--- src/rtl/exe_stage_mc.sv ---
// Handshaked MIPS execute stage: registered EX/MEM result with valid/ready on both
// sides, single-cycle ALU ops and an iterative shift-add multiply that stalls upstream.
module exe_stage_mc #(
    parameter int WIDTH    = 32,
    parameter int REG_ADDR = 5,
    parameter int SH_W     = 5
) (
    input  logic                clk,
    input  logic                reset,
    input  logic                in_valid,
    output logic                in_ready,
    input  logic [WIDTH-1:0]    pc,
    input  logic [WIDTH-1:0]    imm,
    input  logic [REG_ADDR-1:0] rd_idx,
    input  logic [REG_ADDR-1:0] rt_idx,
    input  logic [WIDTH-1:0]    dato_1,
    input  logic [WIDTH-1:0]    dato_2,
    input  logic                alu_src,
    input  logic                reg_dst,
    input  logic [3:0]          alu_control,
    output logic                out_valid,
    input  logic                out_ready,
    output logic [WIDTH-1:0]    alu_result,
    output logic                zero_flag,
    output logic                overflow,
    output logic [WIDTH-1:0]    branch_target,
    output logic [REG_ADDR-1:0] dest_reg,
    output logic                busy
);

    typedef enum logic [0:0] {S_IDLE = 1'b0, S_MUL = 1'b1} state_t;

    localparam logic [3:0] OP_ADD  = 4'b0000;
    localparam logic [3:0] OP_AND  = 4'b0001;
    localparam logic [3:0] OP_OR   = 4'b0010;
    localparam logic [3:0] OP_NOR  = 4'b0011;
    localparam logic [3:0] OP_ADDU = 4'b0100;
    localparam logic [3:0] OP_SUB  = 4'b0101;
    localparam logic [3:0] OP_SLT  = 4'b0110;
    localparam logic [3:0] OP_SLL  = 4'b0111;
    localparam logic [3:0] OP_SRL  = 4'b1000;
    localparam logic [3:0] OP_MUL  = 4'b1001;

    localparam logic [SH_W-1:0] CNT_LAST = SH_W'(WIDTH - 1);

    state_t                state_q, state_d;
    logic [SH_W-1:0]       cnt_q, cnt_d;
    logic [WIDTH-1:0]      mcand_q, mcand_d;
    logic [WIDTH-1:0]      mplier_q, mplier_d;
    logic [WIDTH-1:0]      acc_q, acc_d;
    logic [WIDTH-1:0]      bt_pend_q, bt_pend_d;
    logic [REG_ADDR-1:0]   dest_pend_q, dest_pend_d;

    logic                  out_valid_q, out_valid_d;
    logic [WIDTH-1:0]      res_q, res_d;
    logic                  zero_q, zero_d;
    logic                  ovf_q, ovf_d;
    logic [WIDTH-1:0]      bt_q, bt_d;
    logic [REG_ADDR-1:0]   dest_q, dest_d;

    logic [WIDTH-1:0]      op_b, sum, diff, alu_res, bt_in, mul_add, acc_sum;
    logic [REG_ADDR-1:0]   dest_in;
    logic                  alu_ovf, accept, consume;

    assign in_ready = (state_q == S_IDLE) && !reset && (!out_valid_q || out_ready);
    assign accept   = in_valid && in_ready;
    assign consume  = out_valid_q && out_ready;

    assign op_b    = alu_src ? imm : dato_2;
    assign sum     = dato_1 + op_b;
    assign diff    = dato_1 - op_b;
    assign bt_in   = pc + (imm << 2);
    assign dest_in = reg_dst ? rd_idx : rt_idx;

    // One multiplier bit per cycle, LSB first; the multiplicand walks left.
    assign mul_add = mplier_q[0] ? mcand_q : '0;
    assign acc_sum = acc_q + mul_add;

    always_comb begin
        alu_res = '0;
        alu_ovf = 1'b0;
        case (alu_control)
            OP_ADD: begin
                alu_res = sum;
                alu_ovf = (dato_1[WIDTH-1] == op_b[WIDTH-1]) && (sum[WIDTH-1] != dato_1[WIDTH-1]);
            end
            OP_AND:  alu_res = dato_1 & op_b;
            OP_OR:   alu_res = dato_1 | op_b;
            OP_NOR:  alu_res = ~(dato_1 | op_b);
            OP_ADDU: alu_res = sum;
            OP_SUB: begin
                alu_res = diff;
                alu_ovf = (dato_1[WIDTH-1] != op_b[WIDTH-1]) && (diff[WIDTH-1] != dato_1[WIDTH-1]);
            end
            OP_SLT:  alu_res = {{(WIDTH-1){1'b0}}, ($signed(dato_1) < $signed(op_b))};
            OP_SLL:  alu_res = dato_1 << op_b[SH_W-1:0];
            OP_SRL:  alu_res = dato_1 >> op_b[SH_W-1:0];
            default: alu_res = '0;
        endcase
    end

    always_comb begin
        state_d     = state_q;
        cnt_d       = cnt_q;
        mcand_d     = mcand_q;
        mplier_d    = mplier_q;
        acc_d       = acc_q;
        bt_pend_d   = bt_pend_q;
        dest_pend_d = dest_pend_q;
        out_valid_d = out_valid_q;
        res_d       = res_q;
        zero_d      = zero_q;
        ovf_d       = ovf_q;
        bt_d        = bt_q;
        dest_d      = dest_q;

        case (state_q)
            S_IDLE: begin
                if (accept && alu_control == OP_MUL) begin
                    // Old result, if any, is being consumed on this same edge.
                    state_d     = S_MUL;
                    cnt_d       = '0;
                    mcand_d     = dato_1;
                    mplier_d    = op_b;
                    acc_d       = '0;
                    bt_pend_d   = bt_in;
                    dest_pend_d = dest_in;
                    out_valid_d = 1'b0;
                end else if (accept) begin
                    out_valid_d = 1'b1;
                    res_d       = alu_res;
                    zero_d      = (alu_res == '0);
                    ovf_d       = alu_ovf;
                    bt_d        = bt_in;
                    dest_d      = dest_in;
                end else if (consume) begin
                    out_valid_d = 1'b0;
                end
            end
            S_MUL: begin
                acc_d    = acc_sum;
                mcand_d  = mcand_q << 1;
                mplier_d = mplier_q >> 1;
                cnt_d    = cnt_q + SH_W'(1);
                if (cnt_q == CNT_LAST) begin
                    state_d     = S_IDLE;
                    cnt_d       = '0;
                    out_valid_d = 1'b1;
                    res_d       = acc_sum;
                    zero_d      = (acc_sum == '0);
                    ovf_d       = 1'b0;
                    bt_d        = bt_pend_q;
                    dest_d      = dest_pend_q;
                end
            end
            default: state_d = S_IDLE;
        endcase
    end

    always_ff @(posedge clk) begin
        if (reset) begin
            state_q     <= S_IDLE;
            cnt_q       <= '0;
            mcand_q     <= '0;
            mplier_q    <= '0;
            acc_q       <= '0;
            bt_pend_q   <= '0;
            dest_pend_q <= '0;
            out_valid_q <= 1'b0;
            res_q       <= '0;
            zero_q      <= 1'b0;
            ovf_q       <= 1'b0;
            bt_q        <= '0;
            dest_q      <= '0;
        end else begin
            state_q     <= state_d;
            cnt_q       <= cnt_d;
            mcand_q     <= mcand_d;
            mplier_q    <= mplier_d;
            acc_q       <= acc_d;
            bt_pend_q   <= bt_pend_d;
            dest_pend_q <= dest_pend_d;
            out_valid_q <= out_valid_d;
            res_q       <= res_d;
            zero_q      <= zero_d;
            ovf_q       <= ovf_d;
            bt_q        <= bt_d;
            dest_q      <= dest_d;
        end
    end

    assign out_valid     = out_valid_q;
    assign alu_result    = res_q;
    assign zero_flag     = zero_q;
    assign overflow      = ovf_q;
    assign branch_target = bt_q;
    assign dest_reg      = dest_q;
    assign busy          = (state_q == S_MUL);

endmodule

--- config.mk ---
export PLATFORM = sky130hd
export DESIGN_NAME = exe_stage_mc
export DESIGN_NICKNAME = d
export VERILOG_FILES = /design/src/rtl/exe_stage_mc.sv
export SDC_FILE = /design/constraint.sdc
export NUM_CORES = 1
export LEC_CHECK = 0
export CAP_MARGIN = 40
export CORE_MARGIN = 10
export CORE_UTILIZATION = 50
export CTS_CLUSTER_SIZE = 20
export DETAILED_ROUTE_END_ITERATION = 6
export PLACE_DENSITY = 0.7
export SLEW_MARGIN = 10
export SYNTH_ARGS = -nofsm -noshare
export SYNTH_HDL_FRONTEND = slang
export SYNTH_SLANG_ARGS = --single-unit
--- constraint.sdc ---
create_clock -name clk -period 6.4 [get_ports clk]
set_input_delay 1.28 -clock clk [delete_from_list [all_inputs] [get_ports clk]]
set_output_delay 1.28 -clock clk [all_outputs]
set_load 0.02 [all_outputs]
After elaboration in Yosys (flattened, before gate mapping)
Cells that the tools add are included.
{ "totals": {"ram_bits": 0, "register_bits": 211, "rom_bits": 0, "out_inout_bits": 74, "elab_cells": 103, "mem_count": 0, "latch_bits": 0} }
{ "classes": {"eq_ne": 19, "shifts": 2, "n_reduce_logical": 17, "muxes": 42, "div": 0, "n_addsub": 5, "n_lt_le_gt_ge": 1, "mul": 0, "bitwise": 4} }
{ "ops": {"columns": ["op", "n"], "rows": [
  ["$mux 32", 11],
  ["$pmux 32 s2", 5],
  ["$pmux 32 s8", 1],
  ["$add 32x32->32", 3],
  ["$logic_not 32->1", 2],
  ["$and 32x32->32", 1],
  ["$lt 32x32->1", 1],
  ["$not 32->32", 1],
  ["$or 32x32->32", 1],
  ["$shl 32x5->32", 1],
  ["$shr 32x5->32", 1],
  ["$sub 32x32->32", 1],
  ["$mux 5", 6],
  ["$pmux 5 s2", 2],
  ["$eq 4x3->1 const B", 4],
  ["$mux 1", 12],
  ["$pmux 1 s2", 5],
  ["$eq 4x2->1 const B", 2],
  ["$eq 4x4->1 const B", 2],
  ["$logic_and 1x1->1", 7],
  ["$add 5x1->5 const B", 1],
  ["$eq 5x5->1 const B", 1],
  ["$eq 4x1->1 const B", 1],
  ["$logic_not 4->1", 1],
  ["11 further kinds", 17]
]} }

Logic depth before layout (Yosys ltp)
Gate-level depths: netlist of the first run.
{ "depth": {"ltp_word": 8, "depth_mapped": 20, "ltp_nobuf": 17} }

Worst setup path after synthesis of the first run
OpenSTA, ideal clock, no wires.
{ "synth_timing": {"kind": "input to register", "start": "input port alu_src", "end": "register zero_q (netlist: zero_flag)", "arrival_ns": 5.827, "setup_slack_ns": 0.504, "setup_time_ns": 0.069, "n_path_buf": 5, "stages": 19, "path_cell_list": "buf_6 mux2i_1 buf_2 buf_1 buf_2 buf_1 ha_1 nand2b_1 a2111o_1 a31oi_1 o31ai_1 o2111ai_1 a41oi_1 o41ai_1 nand3_1 a2111o_1 nor4_1 nand3_1 o21ai_1"} }
{ "synth_via": {"elab_chain_len": 8, "elab_cells_between_ends": 14, "classes_between": "add/sub: 2; order compare: 1; shift: 2; mux: 5; bitwise: 3; reduce/logical: 1"} }
{ "synth_lines": {"columns": ["element", "line_no", "source"], "rows": [
  ["start, declared", "18", "input logic alu_src,"],
  ["$mux 32 (*)", "69", "assign op_b = alu_src ? imm : dato_2;"],
  ["branches (longest 2 deep; another with $sub 32x32->32)", null, null],
  ["$pmux 32 s8 (*)", "82", "case (alu_control)"],
  ["$logic_not 32->1 (*)", "132", "zero_d = (alu_res == '0);"],
  ["$mux 1 (*)", "129", "end else if (accept) begin"],
  ["$mux 1 (*)", "119", "if (accept && alu_control == OP_MUL) begin"],
  ["$pmux 1 s2 (*)", "117", "case (state_q)"],
  ["end signal, assigned", "185", "zero_q <= zero_d;"],
  ["end, declared", "56", "logic zero_q, zero_d;"]
]} }
Mark *: on every way between the ends. The select of a mux whose other input is x is not followed.
A chain may end at the register's enable or synchronous reset.

Final worst setup path of the first run
{ "layout_timing": {"start": "input port alu_src", "end": "register res_q[31] (netlist: alu_result[31])"} }
{ "layout_via": {"elab_chain_len": 7, "elab_cells_between_ends": 12, "classes_between": "add/sub: 2; shift: 2; mux: 5; bitwise: 3"} }
{ "layout_lines": {"columns": ["element", "line_no", "source"], "rows": [
  ["$mux 32 (*)", "69", null],
  ["branches (longest 2 deep; another with $sub 32x32->32)", null, null],
  ["$pmux 32 s8 (*)", "82", null],
  ["$mux 32 (*)", "129", null],
  ["$mux 32 (*)", "119", null],
  ["$pmux 32 s2 (*)", "117", null],
  ["end signal, assigned", "184", "res_q <= res_d;"],
  ["end, declared", "55", "logic [WIDTH-1:0] res_q, res_d;"]
]} }
Marked as above.

==> flow_metrics.py, run 1 <==
metrics = {
    "global_route": {
        "grtUsageMet2": 0.545,
        "met3_usage": 0.0900,
        "grt_pass1_wl_um": 137000,
        "use_met1": 0.460,
        "antenna_found_initial": 4,
        "grt_max_degree": 102,
        "grt-busiest-layer": "met2",
        "overflow": 0,
        "grt_use_total": 0.350,
        "grt_pass1_vias": 21500,
    },
    "place": {
        "port_buffers": 221,
        "dp_hpwl_um": 71900,
        "place_congestion": 1.08,
        "dpl_worst_slack_ns": 0.335,
    },
    "synthesis": {
        "syn-num-nets": 3015,
        "netlist_instances": 2700,
        "yosysUniqueCellTypes": 87,
        "synthArstFlopShare": 0,
        "ys_seq_elements": 211,
        "synth.yosys.seq_area_share": 0.205,
        "synthesis.area_mm2": 0.0206,
        "avgSynthCellArea_um2": 7.63,
        "synth_flop_cell": "dfxtp_1",
        "yosysWarnings": 0,
        "synth_edf_count": 0,
    },
    "worst_setup_path": {
        "end_kind": "flip-flop",
        "critPathTopFamily": "compound AO/OA/AOI/OAI gates",
        "r2r_slack_ns": 1.73,
        "slowest_delay_ns": 0.63,
        "path_buf_inv": 5,
        "crit_chain": "buf_2 -> buf_12 -> mux2i_1 -> buf_4 -> inv_1 -> ha_1 -> o21ai_0 -> a31oi_1 -> o2111ai_1 -> buf_4 -> a21oi_1 -> a21oi_1 -> o21ai_0 -> a211oi_1 -> nand2_1 -> a211oi_1 -> a2bb2oi_1 -> nor2_1",
        "required_ns": 6.79,
        "start_kind": "input pin",
        "path_max_fanout": 31,
        "critPathKind": "in2reg",
        "worstPathArrival_ns": 6.12,
        "crit_slowest_cell": "a211oi_1",
    },
    "sta": {
        "slew_viol_final": 0,
        "tightest_slew_ns": 0.937,
        "postLayoutSetupSlackWorst_ns": 0.669,
        "whs_ns": 0.455,
        "finalHoldViolCount": 0,
        "finalCriticalPeriod_ns": 5.73,
        "slew_headroom": 0.375,
        "clock_skew_ns": 0.0297,
        "grt_setup_unrepaired": "false",
        "finalSetupViolations": 0,
        "fmax_mhz": 175,
        "setup_tns_ns": 0,
        "period_share": 0.895,
    },
    "power_and_ir_drop": {
        "total_power_uw": 4710,
        "power.leakage_uw": 0.00979,
        "vdd_drop_max_uv": 190,
        "p_per_area_mw_per_mm2": 192,
    },
    "die": {
        "die_y_um": 223,
        "die_w_um": 223,
        "core_area_mm2": 0.0407,
        "pin_count": 222,
        "dieArea_mm2": 0.0497,
        "rows": 74,
        "initial_utilization": 0.505,
    },
    "clocking": {
        "tritoncts": "built",
        "clkTransAtPathRegs_ns": 0.06,
        "postCtsHoldBufs": 0,
        "clk_path_buf_depth": 3,
        "cts_buffers": 23,
        "postCtsSetupBuffers": 0,
        "htreeDepth": 1,
        "cts-root-buf": "clkbuf_16",
        "cts_resized": 0,
        "clock_latency_ns": 0.56,
        "cts_num_sinks": 211,
    },
    "cells_and_area": {
        "most-common-layout-cells": "nand2_1 (322), a21oi_1 (276), clkdlybuf4s50_1 (218)",
        "drive_above_1_share": 0.0936,
        "syn2layout_area_growth_pct": 19.1,
        "fin_util": 0.602,
        "mostFrequentLayoutCell": "nand2_1",
        "final_nets": 3171,
    },
    "detailed_routing": {
        "vias": 23100,
        "drt-total-wl_um": 92600,
        "first_pass_iters": 6,
        "via_per_inst": 6.78,
        "first_iter_violations": 3538,
        "wire_per_inst_um": 27.2,
        "antenna_left": 0,
        "drc": 0,
    },
    "run": {
        "cap_violations": 0,
    },
    "worst_hold_path": {
        "worstHoldPathType": "reg2reg",
    },
    "outcome": {
        "status": "finished clean",
    },
}
## path summary, 6_finish.rpt
path	startpoint	to	cells past startpoint
hold reg to reg	alu_result[17]	alu_result[17]	2
hold / removal	alu_result[17]	alu_result[17]	2
setup / recovery	alu_src	alu_result[31]	18
setup reg to reg	mplier_q[0]	zero_flag	15
## per-layer routing
metal | part of all wire | up-vias
li1 | - | 10300
met1 | 0.39 | 11100
met2 | 0.44 | 1514
met3 | 0.12 | 228
met4 | 0.042 | 4
met5 | 0.00028 | -
## synthesized netlist by cell type, drive strengths merged, types with 42 or more instances
cell type	n	share of area
a211oi	49	0.018
ha	163	0.099
a21oi	277	0.067
and2	42	0.013
mux2i	77	0.038
clkbuf	157	0.029
dfxtp	211	0.21
a21o	42	0.015
nor2	213	0.039
mux4	53	0.059
nor3	51	0.012
a22oi	97	0.035
xnor2	72	0.031
nand3	82	0.020
nand2	323	0.059
inv	112	0.021
o21ai	126	0.031
## cells by family after synthesis
| kind of cell | count (synthesis) | synth area share |
|---|---|---|
| compound gates | 889 | 0.285 |
| xor+xnor | 96 | 0.0408 |
| fa+ha+maj | 167 | 0.103 |
| buf+inv | 305 | 0.0580 |
| flops | 211 | 0.205 |
| mux | 158 | 0.112 |
| simple gates | 874 | 0.196 |
## worst reg2reg max path, stage by stage (launching register included)
cell       delay, ns
dfxtp_1         0.34
buf_8           0.17
and2_1          0.18
ha_1            0.43
o21ai_0         0.18
o21ai_0         0.55
nand3_1         0.20
a41oi_1         0.51
xor2_1          0.21
nor4_1          0.33
nand4b_1        0.19
or4_1           0.54
nand4bb_1       0.21
nor4_1          0.28
a21oi_1         0.16
o21ai_1         0.12
## power by group
part / switching, µW / leakage (µW) / internal, µW / total [µW]
registers: 25.8 / 0.00171 / 1350 / 1380
clock network: 589 / 0.000426 / 939 / 1530
logic: 1140 / 0.00765 / 670 / 1800
## layout make-up
cell class / instances / area (µm²)
timing repair buffer: 323 / 3050
antenna: 2 / 5.00
sequential: 211 / 4230
clock buffer: 31 / 666
fill: 3667 / 16200
inverter: 113 / 429
tap: 532 / 666
multi-input combinational: 2184 / 15300
clock inverter: 11 / 209
## stage by stage
stage | cell area (µm²) | cells
after floorplan | 20600 | 2700
after global placement | 23500 | 3356
after detailed placement | 23600 | 3362
after CTS | 24500 | 3404
after global routing | 24500 | 3407
final | 24500 | 3407
Note: power is estimated with default switching activity, not from simulation.
==> inputs of run 2 (changes only) <==
==> constraint.sdc (replaced) <==
create_clock -name clk -period 5.7 [get_ports clk]
set_input_delay 1.14 -clock clk [delete_from_list [all_inputs] [get_ports clk]]
set_output_delay 1.14 -clock clk [all_outputs]
set_load 0.02 [all_outputs]
==> run 2 against run 1 <==
  * Routed wire length rose by 3.6%
  * Core utilization rose by 1.9 points
  * Critical path depth fell by 2
  * Cell area up 3.2%
  * Clock power rose by 16%
  * Global-route usage rose by 1.7 points
  * Non-clock buffer count increased by 95
  * Die area stayed put
  * Count of clock-buffer cells in the layout increased by 2
==> flow_metrics.py, run 2 (synthesis gave the netlist of run 1 again) <==
metrics = {
    "worst_setup_path": {
        "required_ns": 6.18,
        "end_kind": "flip-flop",
        "reg2reg_from": "mplier_q[0]",
        "critPathKind": "in2reg",
        "worstPathArrival_ns": 5.77,
        "start_kind": "input pin",
        "r2r_slack_ns": 0.88,
        "r2r_end": "zero_flag",
        "reg2reg_depth": 15,
        "path_max_fanout": 8,
    },
    "power_and_ir_drop": {
        "swShare": 0.375,
        "power.leakage_uw": 0.0103,
        "pwr-share-clk": 0.324,
        "p_per_area_mw_per_mm2": 215,
        "combPwrFrac": 0.392,
        "seq_power_share": 0.284,
        "vdd_drop_max_uv": 241,
        "p_sw_uw": 2040,
        "p_int_uw": 3410,
    },
    "cells_and_area": {
        "mostFrequentLayoutCell": "nand2_1",
        "fin_util": 0.621,
        "final_cells": 3506,
        "syn2layout_area_growth_pct": 22.9,
        "final_area_mm2": 0.0253,
        "final_nets": 3268,
        "most-common-layout-cells": "nand2_1 (322), a21oi_1 (276), clkdlybuf4s50_1 (218)",
        "drive_above_1_share": 0.123,
    },
    "global_route": {
        "overflow": 0,
        "antenna_found_initial": 2,
        "grt_pass1_vias": 22500,
        "grt_pass1_wl_um": 143000,
        "grt_use_total": 0.367,
        "grt_max_degree": 92,
    },
    "sta": {
        "setup_tns_ns": 0,
        "period_share": 0.929,
        "fmax_mhz": 189,
        "slew_viol_final": 0,
        "tightest_slew_ns": 0.924,
        "postLayoutSetupSlackWorst_ns": 0.406,
        "finalHoldViolCount": 0,
        "slew_headroom": 0.367,
        "finalCriticalPeriod_ns": 5.29,
        "finalSetupViolations": 0,
        "clock_skew_ns": 0.0409,
        "grt_setup_unrepaired": "false",
    },
    "clocking": {
        "tritoncts": "built",
        "postCtsHoldBufs": 0,
        "cts-root-buf": "clkbuf_16",
        "clkTransAtPathRegs_ns": 0.06,
        "postCtsSetupBuffers": 0,
        "clock_latency_ns": 0.58,
        "htreeDepth": 1,
        "cts_num_sinks": 211,
        "cts_buffers": 25,
        "clk_path_buf_depth": 3,
        "cts_resized": 0,
    },
    "die": {
        "core_area_mm2": 0.0407,
        "pin_count": 222,
        "initial_utilization": 0.505,
        "dieArea_mm2": 0.0497,
        "rows": 74,
        "die_w_um": 223,
        "die_y_um": 223,
    },
    "detailed_routing": {
        "antenna_left": 0,
        "drt-total-wl_um": 95900,
        "drc": 0,
        "wire_per_inst_um": 27.4,
        "first_pass_iters": 6,
        "via_per_inst": 6.73,
        "first_iter_violations": 2920,
        "vias": 23600,
    },
    "place": {
        "place_inst": 3457,
        "port_buffers": 221,
        "dpl_cell_area_mm2": 0.0244,
        "place_congestion": 1.03,
        "dp_hpwl_um": 75100,
        "dpl_worst_slack_ns": 0.00870,
    },
    "outcome": {
        "status": "finished clean",
    },
    "worst_hold_path": {
        "worstHoldPathType": "reg2reg",
        "hold_path_depth": 2,
        "min_to": "bt_pend_q[16]",
        "hp-start": "bt_pend_q[16]",
    },
    "run": {
        "cap_violations": 0,
    },
}
==> run 2: critical path: stages <==
cell	delay, ns
clkdlybuf4s50_1	0.52
mux2i_1	0.16
ha_1	0.45
nor3_1	0.10
a2111oi_2	0.56
o221ai_1	0.25
o22a_1	0.30
a221oi_1	0.40
o221ai_1	0.22
a211oi_1	0.65
nand3_1	0.16
a2111o_1	0.32
nor4_1	0.18
buf_4	0.16
nand3_1	0.07
o21ai_1	0.13
==> run 2: through the flow <==
stage | hold WS [ns] | power [µW]
2_1_floorplan | 0.432 | 2700
3_5_place_dp | 0.447 | 3620
4_1_cts | 0.456 | 5370
6_report | 0.457 | 5450
3_3_place_gp | 0.439 | 3600
5_1_grt | 0.474 | 5610
==> run 2: area by class of cell <==
class                      instances  area (µm²)
multi-input combinational       2184       15300
clock buffer                      33         696
clock inverter                    13         213
tap                              532         666
sequential                       211        4230
timing repair buffer             418        3800
fill                            3620       15400
antenna                            2        5.00
inverter                         113         429
==> run 2: worst max-delay path by stage <==
stage | start | endpoint | slack (ns)
after floorplan | alu_src | zero_flag | 0.09
after global placement | dato_2[0] | zero_flag | 0.18
after detailed placement | imm[4] | zero_flag | 0.009
after CTS | imm[4] | zero_flag | 0.55
after global routing | imm[4] | zero_flag | 0.17
final | imm[4] | zero_flag | 0.41
==> run 2: per-layer routing <==
metal | vias to the layer above | part of all wire | wire length [µm] | GRT usage
li1 | 10500 | - | - | -
met1 | 11400 | 0.40 | 38100 | 0.475
met2 | 1483 | 0.44 | 42200 | 0.571
met3 | 233 | 0.11 | 10900 | 0.0901
met4 | 2 | 0.049 | 4720 | 0.159
met5 | - | 0.00018 | 17 | 0
==> run 2: power by group through the flow <==
stage                     Sequential [µW]  Clock (µW)  Combinational, µW
after floorplan                      1610           0               1090
after global placement               1580           0               2020
after detailed placement             1580           0               2040
after CTS                            1550        1770               2050
after global routing                 1550        1820               2240
final                                1550        1770               2140
